[src/rtl/wbxbc_pkg.sv]
// rtl/wbxbc_pkg.sv - shared state encoding and buffer depth for the request slice
package wbxbc_pkg;

  typedef enum logic [1:0] {
    IDLE = 2'd0,
    BUSY = 2'd1,
    FULL = 2'd2
  } state_t;

  localparam int FIFO_DEPTH = 2;
  localparam int FIFO_CW    = $clog2(FIFO_DEPTH + 1);

endpackage

[src/rtl/wbxbc_req_fifo.sv]
// rtl/wbxbc_req_fifo.sv - two-entry request FIFO, payload width set by WIDTH
module wbxbc_req_fifo
  import wbxbc_pkg::*;
#(
  parameter int WIDTH = 8
) (
  input  logic               clk_i,
  input  logic               async_rst_i,
  input  logic               clr_i,
  input  logic               push_i,
  input  logic [WIDTH-1:0]   data_i,
  input  logic               pop_i,
  output logic [WIDTH-1:0]   head_o,
  output logic [FIFO_CW-1:0] cnt_o
);

  logic [WIDTH-1:0]   ent0_q, ent1_q;
  logic               rd_q, wr_q;
  logic [FIFO_CW-1:0] cnt_q;

  // clr_i also zeroes the entries so a cleared slice shows an all-zero payload
  always_ff @(posedge clk_i or posedge async_rst_i) begin
    if (async_rst_i) begin
      ent0_q <= '0;
      ent1_q <= '0;
      rd_q   <= 1'b0;
      wr_q   <= 1'b0;
      cnt_q  <= '0;
    end else if (clr_i) begin
      ent0_q <= '0;
      ent1_q <= '0;
      rd_q   <= 1'b0;
      wr_q   <= 1'b0;
      cnt_q  <= '0;
    end else begin
      if (push_i) begin
        if (wr_q) ent1_q <= data_i;
        else      ent0_q <= data_i;
        wr_q <= ~wr_q;
      end
      if (pop_i) rd_q <= ~rd_q;
      if (push_i && !pop_i)      cnt_q <= cnt_q + FIFO_CW'(1);
      else if (pop_i && !push_i) cnt_q <= cnt_q - FIFO_CW'(1);
    end
  end

  assign head_o = rd_q ? ent1_q : ent0_q;
  assign cnt_o  = cnt_q;

endmodule

[src/rtl/wbxbc_req_slice.sv]
// rtl/wbxbc_req_slice.sv - pipelined Wishbone request slice; WBXBC_REQ_SLICE_BYPASS_EN enables empty-FIFO bypass
module wbxbc_req_slice
  import wbxbc_pkg::*;
#(
  parameter int ADR_WIDTH  = 16,
  parameter int DAT_WIDTH  = 16,
  parameter int SEL_WIDTH  = 2,
  parameter int TGA_WIDTH  = 1,
  parameter int TGC_WIDTH  = 1,
  parameter int TGRD_WIDTH = 1,
  parameter int TGWD_WIDTH = 1,
  parameter int OUT_MAX    = 15
) (
  input  logic                  clk_i,
  input  logic                  async_rst_i,
  input  logic                  sync_rst_i,
  input  logic                  itr_cyc_i,
  input  logic                  itr_stb_i,
  input  logic                  itr_we_i,
  input  logic                  itr_lock_i,
  input  logic [SEL_WIDTH-1:0]  itr_sel_i,
  input  logic [ADR_WIDTH-1:0]  itr_adr_i,
  input  logic [DAT_WIDTH-1:0]  itr_dat_i,
  input  logic [TGA_WIDTH-1:0]  itr_tga_i,
  input  logic [TGC_WIDTH-1:0]  itr_tgc_i,
  input  logic [TGWD_WIDTH-1:0] itr_tgd_i,
  output logic                  itr_ack_o,
  output logic                  itr_err_o,
  output logic                  itr_rty_o,
  output logic                  itr_stall_o,
  output logic [DAT_WIDTH-1:0]  itr_dat_o,
  output logic [TGRD_WIDTH-1:0] itr_tgd_o,
  output logic                  tgt_cyc_o,
  output logic                  tgt_stb_o,
  output logic                  tgt_we_o,
  output logic                  tgt_lock_o,
  output logic [SEL_WIDTH-1:0]  tgt_sel_o,
  output logic [ADR_WIDTH-1:0]  tgt_adr_o,
  output logic [DAT_WIDTH-1:0]  tgt_dat_o,
  output logic [TGA_WIDTH-1:0]  tgt_tga_o,
  output logic [TGC_WIDTH-1:0]  tgt_tgc_o,
  output logic [TGWD_WIDTH-1:0] tgt_tgd_o,
  input  logic                  tgt_ack_i,
  input  logic                  tgt_err_i,
  input  logic                  tgt_rty_i,
  input  logic                  tgt_stall_i,
  input  logic [DAT_WIDTH-1:0]  tgt_dat_i,
  input  logic [TGRD_WIDTH-1:0] tgt_tgd_i
);

  localparam int PW = 1 + SEL_WIDTH + ADR_WIDTH + DAT_WIDTH + TGA_WIDTH + TGC_WIDTH + TGWD_WIDTH;

  state_t             state_q, state_d;
  logic [3:0]         out_cnt_q, out_cnt_d;
  logic [FIFO_CW-1:0] fifo_cnt, fifo_cnt_d;
  logic [PW-1:0]      itr_pl, fifo_head, req_out;
  logic in_rst, clr, accept, bypass, push, pop, issue, term, dec, fifo_empty, out_ok;

  assign in_rst     = async_rst_i | sync_rst_i;
  assign clr        = sync_rst_i | ~itr_cyc_i;
  assign fifo_empty = (fifo_cnt == '0);
  assign out_ok     = (out_cnt_q < 4'(OUT_MAX));
  assign accept     = itr_cyc_i & itr_stb_i & ~itr_stall_o;
  assign itr_pl     = {itr_we_i, itr_sel_i, itr_adr_i, itr_dat_i, itr_tga_i, itr_tgc_i, itr_tgd_i};

`ifdef WBXBC_REQ_SLICE_BYPASS_EN
  assign bypass  = accept & fifo_empty & out_ok & ~tgt_stall_i;
  assign req_out = bypass ? itr_pl : fifo_head;
`else
  assign bypass  = 1'b0;
  assign req_out = fifo_head;
`endif

  assign push  = accept & ~bypass;
  assign issue = tgt_stb_o & ~tgt_stall_i;
  assign pop   = issue & ~fifo_empty;
  assign term  = tgt_ack_i | tgt_err_i | tgt_rty_i;
  assign dec   = term & (out_cnt_q != 4'd0);

  wbxbc_req_fifo #(.WIDTH(PW)) u_fifo (
    .clk_i       (clk_i),
    .async_rst_i (async_rst_i),
    .clr_i       (clr),
    .push_i      (push),
    .data_i      (itr_pl),
    .pop_i       (pop),
    .head_o      (fifo_head),
    .cnt_o       (fifo_cnt)
  );

  always_ff @(posedge clk_i or posedge async_rst_i) begin
    if (async_rst_i) begin
      state_q   <= IDLE;
      out_cnt_q <= 4'd0;
    end else begin
      state_q   <= state_d;
      out_cnt_q <= out_cnt_d;
    end
  end

  // state mirrors the registered occupancy so that FULL directly drives itr_stall_o
  always_comb begin
    fifo_cnt_d = fifo_cnt;
    out_cnt_d  = out_cnt_q;
    state_d    = state_q;
    if (clr) begin
      fifo_cnt_d = '0;
      out_cnt_d  = 4'd0;
    end else begin
      if (push && !pop)      fifo_cnt_d = fifo_cnt + FIFO_CW'(1);
      else if (pop && !push) fifo_cnt_d = fifo_cnt - FIFO_CW'(1);
      if (issue && !dec)      out_cnt_d = out_cnt_q + 4'd1;
      else if (dec && !issue) out_cnt_d = out_cnt_q - 4'd1;
    end
    if (fifo_cnt_d == FIFO_CW'(FIFO_DEPTH))             state_d = FULL;
    else if (fifo_cnt_d == '0 && out_cnt_d == 4'd0)     state_d = IDLE;
    else                                                state_d = BUSY;
  end

  assign itr_stall_o = (state_q == FULL) & ~in_rst;
  assign tgt_stb_o   = ~in_rst & itr_cyc_i & out_ok & (~fifo_empty | bypass);
  assign tgt_cyc_o   = ~in_rst & itr_cyc_i & (~fifo_empty | (out_cnt_q != 4'd0) | itr_stb_i);
  assign tgt_lock_o  = itr_lock_i & tgt_cyc_o;

  assign {tgt_we_o, tgt_sel_o, tgt_adr_o, tgt_dat_o, tgt_tga_o, tgt_tgc_o, tgt_tgd_o} = req_out;

  assign itr_ack_o = tgt_ack_i & itr_cyc_i & ~in_rst;
  assign itr_err_o = tgt_err_i & itr_cyc_i & ~in_rst;
  assign itr_rty_o = tgt_rty_i & itr_cyc_i & ~in_rst;
  assign itr_dat_o = tgt_dat_i;
  assign itr_tgd_o = tgt_tgd_i;

endmodule

[config.mk]
export PLATFORM = sky130hd
export DESIGN_NAME = wbxbc_req_slice
export DESIGN_NICKNAME = d
export VERILOG_FILES = /design/src/rtl/wbxbc_pkg.sv /design/src/rtl/wbxbc_req_fifo.sv /design/src/rtl/wbxbc_req_slice.sv
export SDC_FILE = /design/constraint.sdc
export NUM_CORES = 1
export LEC_CHECK = 0
export CORE_MARGIN = 4
export CORE_UTILIZATION = 35
export CTS_CLUSTER_SIZE = 25
export DETAILED_ROUTE_END_ITERATION = 8
export GPL_TIMING_DRIVEN = 0
export PLACE_DENSITY_LB_ADDON = 0.15
export SLEW_MARGIN = 15
export SYNTH_ARGS = -nofsm -noshare
export SYNTH_HDL_FRONTEND = slang
export SYNTH_HIERARCHICAL = 1
export SYNTH_SLANG_ARGS = --single-unit
[constraint.sdc]
create_clock -name clk_i -period 2.3 [get_ports clk_i]
set_input_delay 0.23 -clock clk_i [delete_from_list [all_inputs] [get_ports clk_i]]
set_output_delay 0.23 -clock clk_i [all_outputs]
set_load 0.01 [all_outputs]
# Word level (Yosys, flattened, before mapping)
# Cells that the tools add are included.
[word_totals] ff_bits=86 in_bits=65
[classes] n_addsub=4 n_mux=19 n_lt_le_gt_ge=1 n_eq_ne=3 reduce_logical=18 bitwise=30
[ops] operator="$mux W38" n=7
[ops] operator="$and A1 B1 Y1" n=17
[ops] operator="$mux W4" n=3
[ops] operator="$mux W2" n=4
[ops] operator="$not A1 Y1" n=7
[ops] operator="$or A1 B1 Y1" n=6
[ops] operator="$reduce_bool A2 Y1" n=3
[ops] operator="$logic_and A1 B1 Y1" n=5
[ops] operator="$mux W1" n=5
[ops] operator="$add A4 B1 Y4 const B" n=1
[ops] operator="$eq A2 B2 Y1 const B" n=2
[ops] operator="$logic_not A1 Y1" n=4
[ops] operator="$logic_not A2 Y1" n=2
[ops] operator="$logic_not A4 Y1" n=1
[ops] operator="$lt A4 B4 Y1 const B" n=1
[ops] operator="$reduce_and A2 Y1" n=2
[ops] operator="$reduce_bool A4 Y1" n=1
[ops] operator="$sub A4 B1 Y4 const B" n=1
[ops] operator="$add A2 B1 Y2 const B" n=1
[ops] operator="$ne A2 B2 Y1 const B" n=1
[ops] operator="$sub A2 B1 Y2 const B" n=1

# Logic depth before layout (Yosys ltp)
# Gate-level depths: netlist of run 1.
[depth] word_depth=15 ltp_mapped=9 depth_no_buf=8

# Hierarchy
# Netlist of run 1, hierarchy kept.
[by_module_without_submodules] mod="wbxbc_req_fifo" area_each_um2=3632.2 n_inst=1 cells_each=392 seq_area_each_um2=2001.9
[by_module_without_submodules] mod="wbxbc_req_slice" area_each_um2=718.2 n_inst=1 cells_each=88 seq_area_each_um2=150.1

# Least setup slack after synthesis of run 1
# Ideal clock, no wire load.
[synth_timing] kind="register to register" start="reg out_cnt_q[0]" end="reg state_q[0]" n_path_buf=1 arrival_time_ps=2112 synth_period_minus_slack_ps=2238 path_stages_with_launch=10 setup_slack_ps=62 cell_sequence="dfrtp_1 ha_1 and3_1 or4_1 buf_6 clkinv_8 nand2_4 nor4_2 a311oi_1 o311a_1"
[synth_via] elab_chain_cells=13 elab_cells_between_ends=28
[synth_lines] item="start, declared" line="wbxbc_req_slice.sv:54" rtl="logic [3:0] out_cnt_q, out_cnt_d;"
[synth_lines] item="start signal, assigned" line="wbxbc_req_slice.sv:97" rtl="out_cnt_q <= out_cnt_d;"
[synth_lines] item="$lt A4 B4 Y1 *" line="wbxbc_req_slice.sv:62" rtl="assign out_ok = (out_cnt_q < 4'(OUT_MAX));"
[synth_lines] item="$and A1 B1 Y1 * (2 in a row)" line="wbxbc_req_slice.sv:121" rtl="assign tgt_stb_o = ~in_rst & itr_cyc_i & out_ok & (~fifo_empty | bypass);"
[synth_lines] item="$and A1 B1 Y1 *" line="wbxbc_req_slice.sv:75" rtl="assign issue = tgt_stb_o & ~tgt_stall_i;"
[synth_lines] item="$and A1 B1 Y1 *" line="wbxbc_req_slice.sv:76" rtl="assign pop = issue & ~fifo_empty;"
[synth_lines] item="via pop" line="wbxbc_req_slice.sv:57" rtl="logic in_rst, clr, accept, bypass, push, pop, issue, term, dec, fifo_empty, out_ok;"
[synth_lines] item="$logic_and A1 B1 Y1 / $logic_not A1 Y1 (equally long branches)" line="wbxbc_req_slice.sv:111, wbxbc_req_slice.sv:110"
[synth_lines] item="$mux W2 / $logic_and A1 B1 Y1 (equally long branches)" line="wbxbc_req_slice.sv:111, wbxbc_req_slice.sv:110"
[synth_lines] item="$mux W2 *" line="wbxbc_req_slice.sv:110" rtl="if (push && !pop) fifo_cnt_d = fifo_cnt + FIFO_CW'(1);"
[synth_lines] item="$mux W2 *"
[synth_lines] item="$logic_not A2 Y1" line="wbxbc_req_slice.sv:116" rtl="else if (fifo_cnt_d == '0 && out_cnt_d == 4'd0) state_d = IDLE;"
[synth_lines] item="$logic_and A1 B1 Y1" line="wbxbc_req_slice.sv:116"
[synth_lines] item="$mux W1" line="wbxbc_req_slice.sv:116"
[synth_lines] item="$mux W2 *" line="wbxbc_req_slice.sv:115" rtl="if (fifo_cnt_d == FIFO_CW'(FIFO_DEPTH)) state_d = FULL;"
[synth_lines] item="via state_d[0]" line="wbxbc_req_slice.sv:53" rtl="state_t state_q, state_d;"
[synth_lines] item="end signal, assigned" line="wbxbc_req_slice.sv:96" rtl="state_q <= state_d;"
[synth_lines] item="end, declared" line="wbxbc_req_slice.sv:53"
# The timed path passes the listed nets; every way through them passes the cells marked *.
# A chain may end at the register's enable or synchronous reset.

# Worst setup path in the final report of run 1
# Ends and elaborated chain as after synthesis.

==> results of run 1 <==
## worst max-delay path: cells and delay by family (launching register included)
kind | cells | cell delay [ns]
AOI/OAI and AO/OA | 2 | 0.38
adders and majority gates | 1 | 0.19
buffers and inverters | 2 | 0.23
DFF | 1 | 0.43
and+or+nand+nor | 4 | 0.92
## metrics by stage
step	power (W)	cells	setup TNS [ns]	setup WS (ns)	instance area, um2
after CTS	0.00398	778	0	0.00927	6080
after global routing	0.00417	780	-0.0781	-0.0448	6120
after global placement	0.00236	757	-119.21	-1.40	5650
after floorplan	0.00210	480	0	0.0183	4350
after detailed placement	0.00239	758	-13.14	-0.391	5680
final	0.00400	780	0	0.0110	6120
## timing repair
item,in CTS,in global routing
buffers inserted,4,1
hold endpoints to repair,0,6
hold buffers,0,1
pin swaps,2,1
resized for setup,13,6
setup endpoints to repair,14,60
## sequential cells by signal, summed over array words and instances, names as in the netlist
| name | cells |
|---|---|
| out_cnt_q | 4 |
| u_fifo/wr_q | 1 |
| u_fifo/rd_q | 1 |
| state_q | 2 |
| u_fifo/ent0_q | 38 |
| u_fifo/cnt_o | 2 |
| u_fifo/ent1_q | 38 |
## kinds of logic (layout without fill, tap and decap cells)
kind of cell / Yosys count / count (layout) / share of synthesized area (%)
XOR/XNOR: 8 / 8 / 1.61
buffers and inverters: 56 / 188 / 7.59
multiplexers: 39 / 39 / 10.1
AND/OR/NAND/NOR: 200 / 200 / 19.8
adder cells (fa/ha/maj): 3 / 3 / 0.863
flip-flops: 86 / 86 / 49.5
AO/OA/AOI/OAI: 88 / 88 / 10.6
## layer usage
layer	wire, um	global-route usage (%)
met1	5260	21.9
met2	6030	29.0
met3	582	3.16
met4	144	4.87
met5	0	0
## power groups by stage
stage | Combinational [W] | Sequential [W] | Clock [W]
global route | 0.000941 | 0.00162 | 0.00162
global placement | 0.000735 | 0.00163 | 0
detailed placement | 0.000756 | 0.00163 | 0
CTS | 0.000818 | 0.00160 | 0.00156
finish | 0.000858 | 0.00161 | 0.00153
floorplan | 0.000478 | 0.00162 | 0
## final timing paths
| check | depth (start not counted) | slack [ns] | to | start |
|---|---|---|---|---|
| setup / recovery | 9 | 0.01 | state_q[0]$_DFF_PP0_ | out_cnt_q[0]$_DFF_PP0_ |
| hold / removal | 2 | 0.05 | u_fifo/ent0_q[10]$_DFFE_PP0P_ | async_rst_i |
| setup reg to reg | 9 | 0.01 | state_q[0]$_DFF_PP0_ | out_cnt_q[0]$_DFF_PP0_ |
| hold reg to reg | 2 | 0.52 | u_fifo/ent1_q[16]$_DFFE_PP0P_ | u_fifo/ent1_q[16]$_DFFE_PP0P_ |
| max in group asynchronous | 3 | 1.61 | state_q[0]$_DFF_PP0_ | async_rst_i |
| min in group clk_i | 3 | 0.47 | u_fifo/ent1_q[21]$_DFFE_PP0P_ | itr_adr_i[2] |
## final cells by class
cell class	count	area share, %
buffer	47	4.79
inverter	9	0.798
clock buffer	12	4.36
sequential	86	35.2
timing repair buffer	116	19.1
multi-input combinational	338	31.5
clock inverter	4	0.839
tap	168	3.44
## synthesized netlist by cell type, types with 2 or more instances
master and n:
a21oi_1 77, a31oi_1 2, and2_1 6, and3_1 3
buf_2 11, buf_4 23, clkbuf_1 12, dfrtp_1 86
ha_1 3, inv_1 8, mux2_2 38, nand2_1 160
nand2b_1 2, nand3_1 2, nor2_1 7, nor3_1 5
nor3b_1 3, o21ai_0 4, xnor2_1 6, xor2_1 2
==> metrics.md, run 1 <==
| Metric | Value |
|---|---|
| Status | `finished clean` |
| Slowest stage cell, crit path | `or4_4` |
| Leakage | `2.58 nW` |
| Port bufs | `109` |
| Final setup viols | `0` |
| Core area | `12100 um2` |
| Drt pass-1 iters | `4` |
| Worst Path Max Fanout | `8` |
| Switching power of the nets | `0.00109 W` |
| Average wire per standard cell | `15.4 um` |
| Via count | `3780` |
| Max IR drop VDD | `approximately 0.00041 V` |
| Synth Instances | `480` |
| Syn avg cell area | `slightly above 9 um2` |
| Drt drc | `0` |
| Commonest cells after routing, fill and taps aside | `nand2_1, clkdlybuf4s50_1, dfrtp_1` |
| Sequential area share after synthesis | `49.5%` |
| Hold WS | `0.0452 ns` |
| Worst Setup Path Type | `register to register` |
| Fin. Hold Viols | `0` |
| Final Slew Violations | `0` |
| Slew @ Worst Pin | `0.577 ns` |
| CP endpoint kind | `register` |
| Synth Cell Area | `4350 um2` |
| Sequential share of power | `40.3%` |
| Max Clock Skew | `0.0113 ns` |
| Arrival @ worst endpoint | `2.49 ns` |
| Initial Util | `35.9%` |
| Total gr overflow | `0` |
| Post-Route Utilization | `between 50% and 60%` |
| Internal power | `0.00291 W` |
| Routed Antenna Nets | `0` |
| # fillers | `1148` |
| Routed WL | `around 12000 um` |
| Initial antenna violation count | `0` |
| Initial drt markers | `211` |
| Share of cells above drive strength 1 | `a little under a fifth` |
| Comb pwr share | `a little over a fifth` |
| Fin nets | `a little under 700` |
| Reg area | `between 2000 and 2500 um2` |
| Die H | `119 um` |
| Post-synthesis cell type count | `40` |
| Vias in the first global route | `3953` |
| RSZ-0062 raised after global routing | `true` |
| Sw Share | `27.3%` |
| Startpoint types | `register` |
| Die X | `119 um` |
| First-pass GRT wire length | `~20000 um` |
| Die area | `14300 um2` |
| Synth top area share | `49.5%` |
| Most common cell after layout, fill and taps aside | `nand2_1` |
| Clock share of power | `around two fifths` |
| # clock sinks | `86` |
| Area Overhead vs Synth | `40.6%` |
| Prevailing post-synth register cell | `dfrtp_1` |
| #FFs+latches synth | `86` |
| Synth Net Count | `~550` |
| Gp weighted congestion | `0.797` |
| Max cap viols | `0` |
| Number of flops mapped to enable cells by yosys | `0` |
| Largest net degree at the start of global routing | `45` |
| Critical Path Max Stage Delay | `0.48 ns` |
| # diodes | `0` |
| CTS clk-pin slew, worst paths | `about 0.060 ns` |
| DR vias/cell | `4.85` |
| P per Cell Area | `653 nW/um2` |
| CTS tree | `built` |
| Fmax | `437 MHz` |
| Clock Latency Late Sink | `approximately 0.33 ns` |
| Tot GR Track Use | `16.9%` |
| Slew margin rel. | `61.5%` |
| Multi-input logic area | `between 1500 and 2000 um2` |
| Detailed Place HPWL | `8290 um` |
| TritonCTS buffer count | `9` |
| Min Tclk post-route | `roughly 2.3 ns` |
| Top post-synthesis cells by area | `dfrtp_1, nand2_1, mux2_2` |
| Asr flop ratio synth | `between 90% and 100%` |
| Tcrit/Tclk final | `between 90% and 100%` |
| # IOs | `~130` |
| Standard-cell row count | `40` |
| Syn. warnings | `6` |
| Clk root buf | `clkbuf_16` |
| Hold Crit Class | `primary input to asynchronous set/reset pin` |
| H-tree depth | `3` |
| Area leader, netlist | `dfrtp_1` |
| Crit path cell chain | `ha_4 -> and3_4 -> or4_4 -> buf_8 -> clkinv_8 -> nand2_4 -> nor4_2 -> a311oi_1 -> o311a_1` |
| Req. time, crit path | `2.50 ns` |
| Longest Clk Path Bufs | `2` |
(Power assumes the default switching activity.)
==> run 2: changes to the inputs <==
--- a/config.mk
+++ b/config.mk
@@ -10,7 +10,7 @@
 export CTS_CLUSTER_SIZE = 25
 export DETAILED_ROUTE_END_ITERATION = 8
 export GPL_TIMING_DRIVEN = 0
-export PLACE_DENSITY_LB_ADDON = 0.15
+export PLACE_DENSITY = 0.71
 export SLEW_MARGIN = 15
 export SYNTH_ARGS = -nofsm -noshare
 export SYNTH_HDL_FRONTEND = slang
==> run 2 against run 1 <==
  * The run now ends with hold timing left
  * Sequential share of layout area down 0.13 points
  * Non-clock buffer count increased by 3
  * Clock-buffer cell count is the same
  * Combinational power is 4.0% higher
  * Critical path depth did not move
==> metrics.md, run 2 (synthesis results as in run 1) <==
| Metric | Value |
|---|---|
| Gp weighted congestion | `0.756` |
| Routed WL | `11900 um` |
| Average wire per standard cell | `approximately 15 um` |
| Detailed Place HPWL | `8350 um` |
| Tcrit/Tclk final | `99.3%` |
| Leakage | `between 2 and 3 nW` |
| # fillers | `between 1000 and 1500` |
| Total gr overflow | `0` |
| Worst Path Max Fanout | `8` |
| Vias in the first global route | `3958` |
| Standard-cell row count | `40` |
| Min Tclk post-route | `2.28 ns` |
| Slowest stage cell, crit path | `or4_4` |
| Core area | `approximately 12000 um2` |
| H-tree depth | `3` |
| CTS clk-pin slew, worst paths | `0.06 ns` |
| Crit path cell chain | `ha_2 -> and3_4 -> or4_4 -> buf_8 -> clkinv_8 -> nand2_8 -> o22ai_2 -> xor2_1 -> o311a_1` |
| Clk root buf | `clkbuf_16` |
| Status | `finished, violations left` |
| TritonCTS buffer count | `9` |
| Die area | `14300 um2` |
| Share of cells above drive strength 1 | `18.5%` |
| CP bufs+invs | `2` |
| Initial drt markers | `270` |
| Hold Crit Class | `primary input to asynchronous set/reset pin` |
| Pre-CTS WS | `-0.386 ns` |
| Arrival @ worst endpoint | `2.49 ns` |
| Startpoint types | `register` |
| Hold WS | `-0.00270 ns` |
| # clock sinks | `86` |
| Final WS setup | `0.0164 ns` |
| RSZ-0062 raised after global routing | `true` |
| Slew margin rel. | `between 60 and 70%` |
| Largest regs | `u_fifo/ent0_q: 38 flops, u_fifo/ent1_q: 38 flops, out_cnt_q: 4 flops` |
| P per Cell Area | `647 nW/um2` |
| # diodes | `0` |
| Fmax | `438 MHz` |
| Failing checks | `hold timing` |
| # IOs | `127` |
| CP top delay family | `simple AND/OR/NAND/NOR gates` |
| Most common cell after layout, fill and taps aside | `nand2_1` |
| Fin nets | `678` |
| Fin. Hold Viols | `10` |
| Drt drc | `0` |
| Req. time, crit path | `~2.5 ns` |
| Clock Latency Late Sink | `about 0.32 ns` |
| Drt pass-1 iters | `4` |
| Commonest cells after routing, fill and taps aside | `nand2_1, clkdlybuf4s50_1, dfrtp_1` |
| Final Slew Violations | `0` |
| Max IR drop VDD | `0.000356 V` |
| Tot GR Track Use | `roughly 17%` |
| Worst Setup Path Type | `register to register` |
| Flop-to-flop setup slack | `0.02 ns` |
| DP Area | `5680 um2` |
| Post-Route Utilization | `around half` |
| CTS tree | `built` |
| Setup TNS | `0 ns` |
| Initial Util | `35.9%` |
| Longest Clk Path Bufs | `2` |
| Post-layout instance area | `6140 um2` |
| Area Overhead vs Synth | `41.1%` |
| First-pass GRT wire length | `19500 um` |
| Max Clock Skew | `0.00674 ns` |
| Initial antenna violation count | `0` |
| Slew @ Worst Pin | `about 0.56 ns` |
| Die X | `119 um` |
| Critical Path Max Stage Delay | `0.48 ns` |
| Port bufs | `109` |
| Final setup viols | `0` |
| Max cap viols | `0` |
| CP endpoint kind | `register` |
| Die H | `119 um` |
| DR vias/cell | `4.89` |
| Largest net degree at the start of global routing | `59` |
| Routed Antenna Nets | `0` |
| Via count | `3827` |
[run 2: final timing paths]
path / startpoint / endpoint / cells past startpoint
setup / recovery: out_cnt_q[0]$_DFF_PP0_ / state_q[0]$_DFF_PP0_ / 9
setup reg to reg: out_cnt_q[0]$_DFF_PP0_ / state_q[0]$_DFF_PP0_ / 9
max in group asynchronous: async_rst_i / out_cnt_q[1]$_DFF_PP0_ / 3
min in group clk_i: itr_dat_i[2] / u_fifo/ent0_q[5]$_DFFE_PP0P_ / 3
hold / removal: async_rst_i / u_fifo/ent0_q[12]$_DFFE_PP0P_ / 2
hold reg to reg: u_fifo/ent0_q[7]$_DFFE_PP0P_ / u_fifo/ent0_q[7]$_DFFE_PP0P_ / 2
[run 2: cell type report]
class	count	area [um2]	share of cell area, %
Multi-Input combinational cell	338	1930	31.4
Clock inverter	4	55.1	0.897
Timing Repair Buffer	119	1190	19.4
Tap cell	168	210	3.42
Clock buffer	12	256	4.18
Sequential cell	86	2150	35.1
Inverter	9	48.8	0.795
Buffer	47	293	4.77
[run 2: layer usage]
layer | vias up | routed length (um) | global-route usage, %
met1 | 1843 | 5070 | 21.2
met4 | 0 | 193 | 4.94
met3 | 14 | 719 | 3.20
met5 | - | 0 | 0
met2 | 135 | 5920 | 28.9
li1 | 1835 | - | -
[run 2: worst register-to-register path, delay by kind of cell, from the launching register on]
kind,cells,cell delay [ns]
xor gates and xnor gates,1,0.11
buffers and inverters,2,0.24
adders and majority gates,1,0.20
DFF,1,0.42
and+or+nand+nor,3,0.72
AOI/OAI and AO/OA,2,0.48
[run 2: repair_timing]
item	CTS	global route
hold endpoints to repair	0	6
hold buffers	0	1
cloned	0	0
setup buffers	5	3
setup endpoints to repair	13	53
pin swaps	2	1
gates resized for setup	9	11
[run 2: stage by stage]
stage               power [W]  std cells  hold WS, ns
floorplan             0.00210        480       0.0210
global placement      0.00235        757        0.505
detailed placement    0.00239        758        0.513
CTS                   0.00394        779        0.300
global route          0.00416        783       0.0195
finish                0.00397        783     -0.00270
[run 2: power by group]
group	total [W]	leakage [nW]	switching [W]	internal, W
Sequential	0.00161	1.19	0.0000488	0.00156
Combinational	0.000892	1.26	0.000473	0.000419
Clock	0.00147	0.149	0.000563	0.000905
Total	0.00397	2.60	0.00108	0.00289
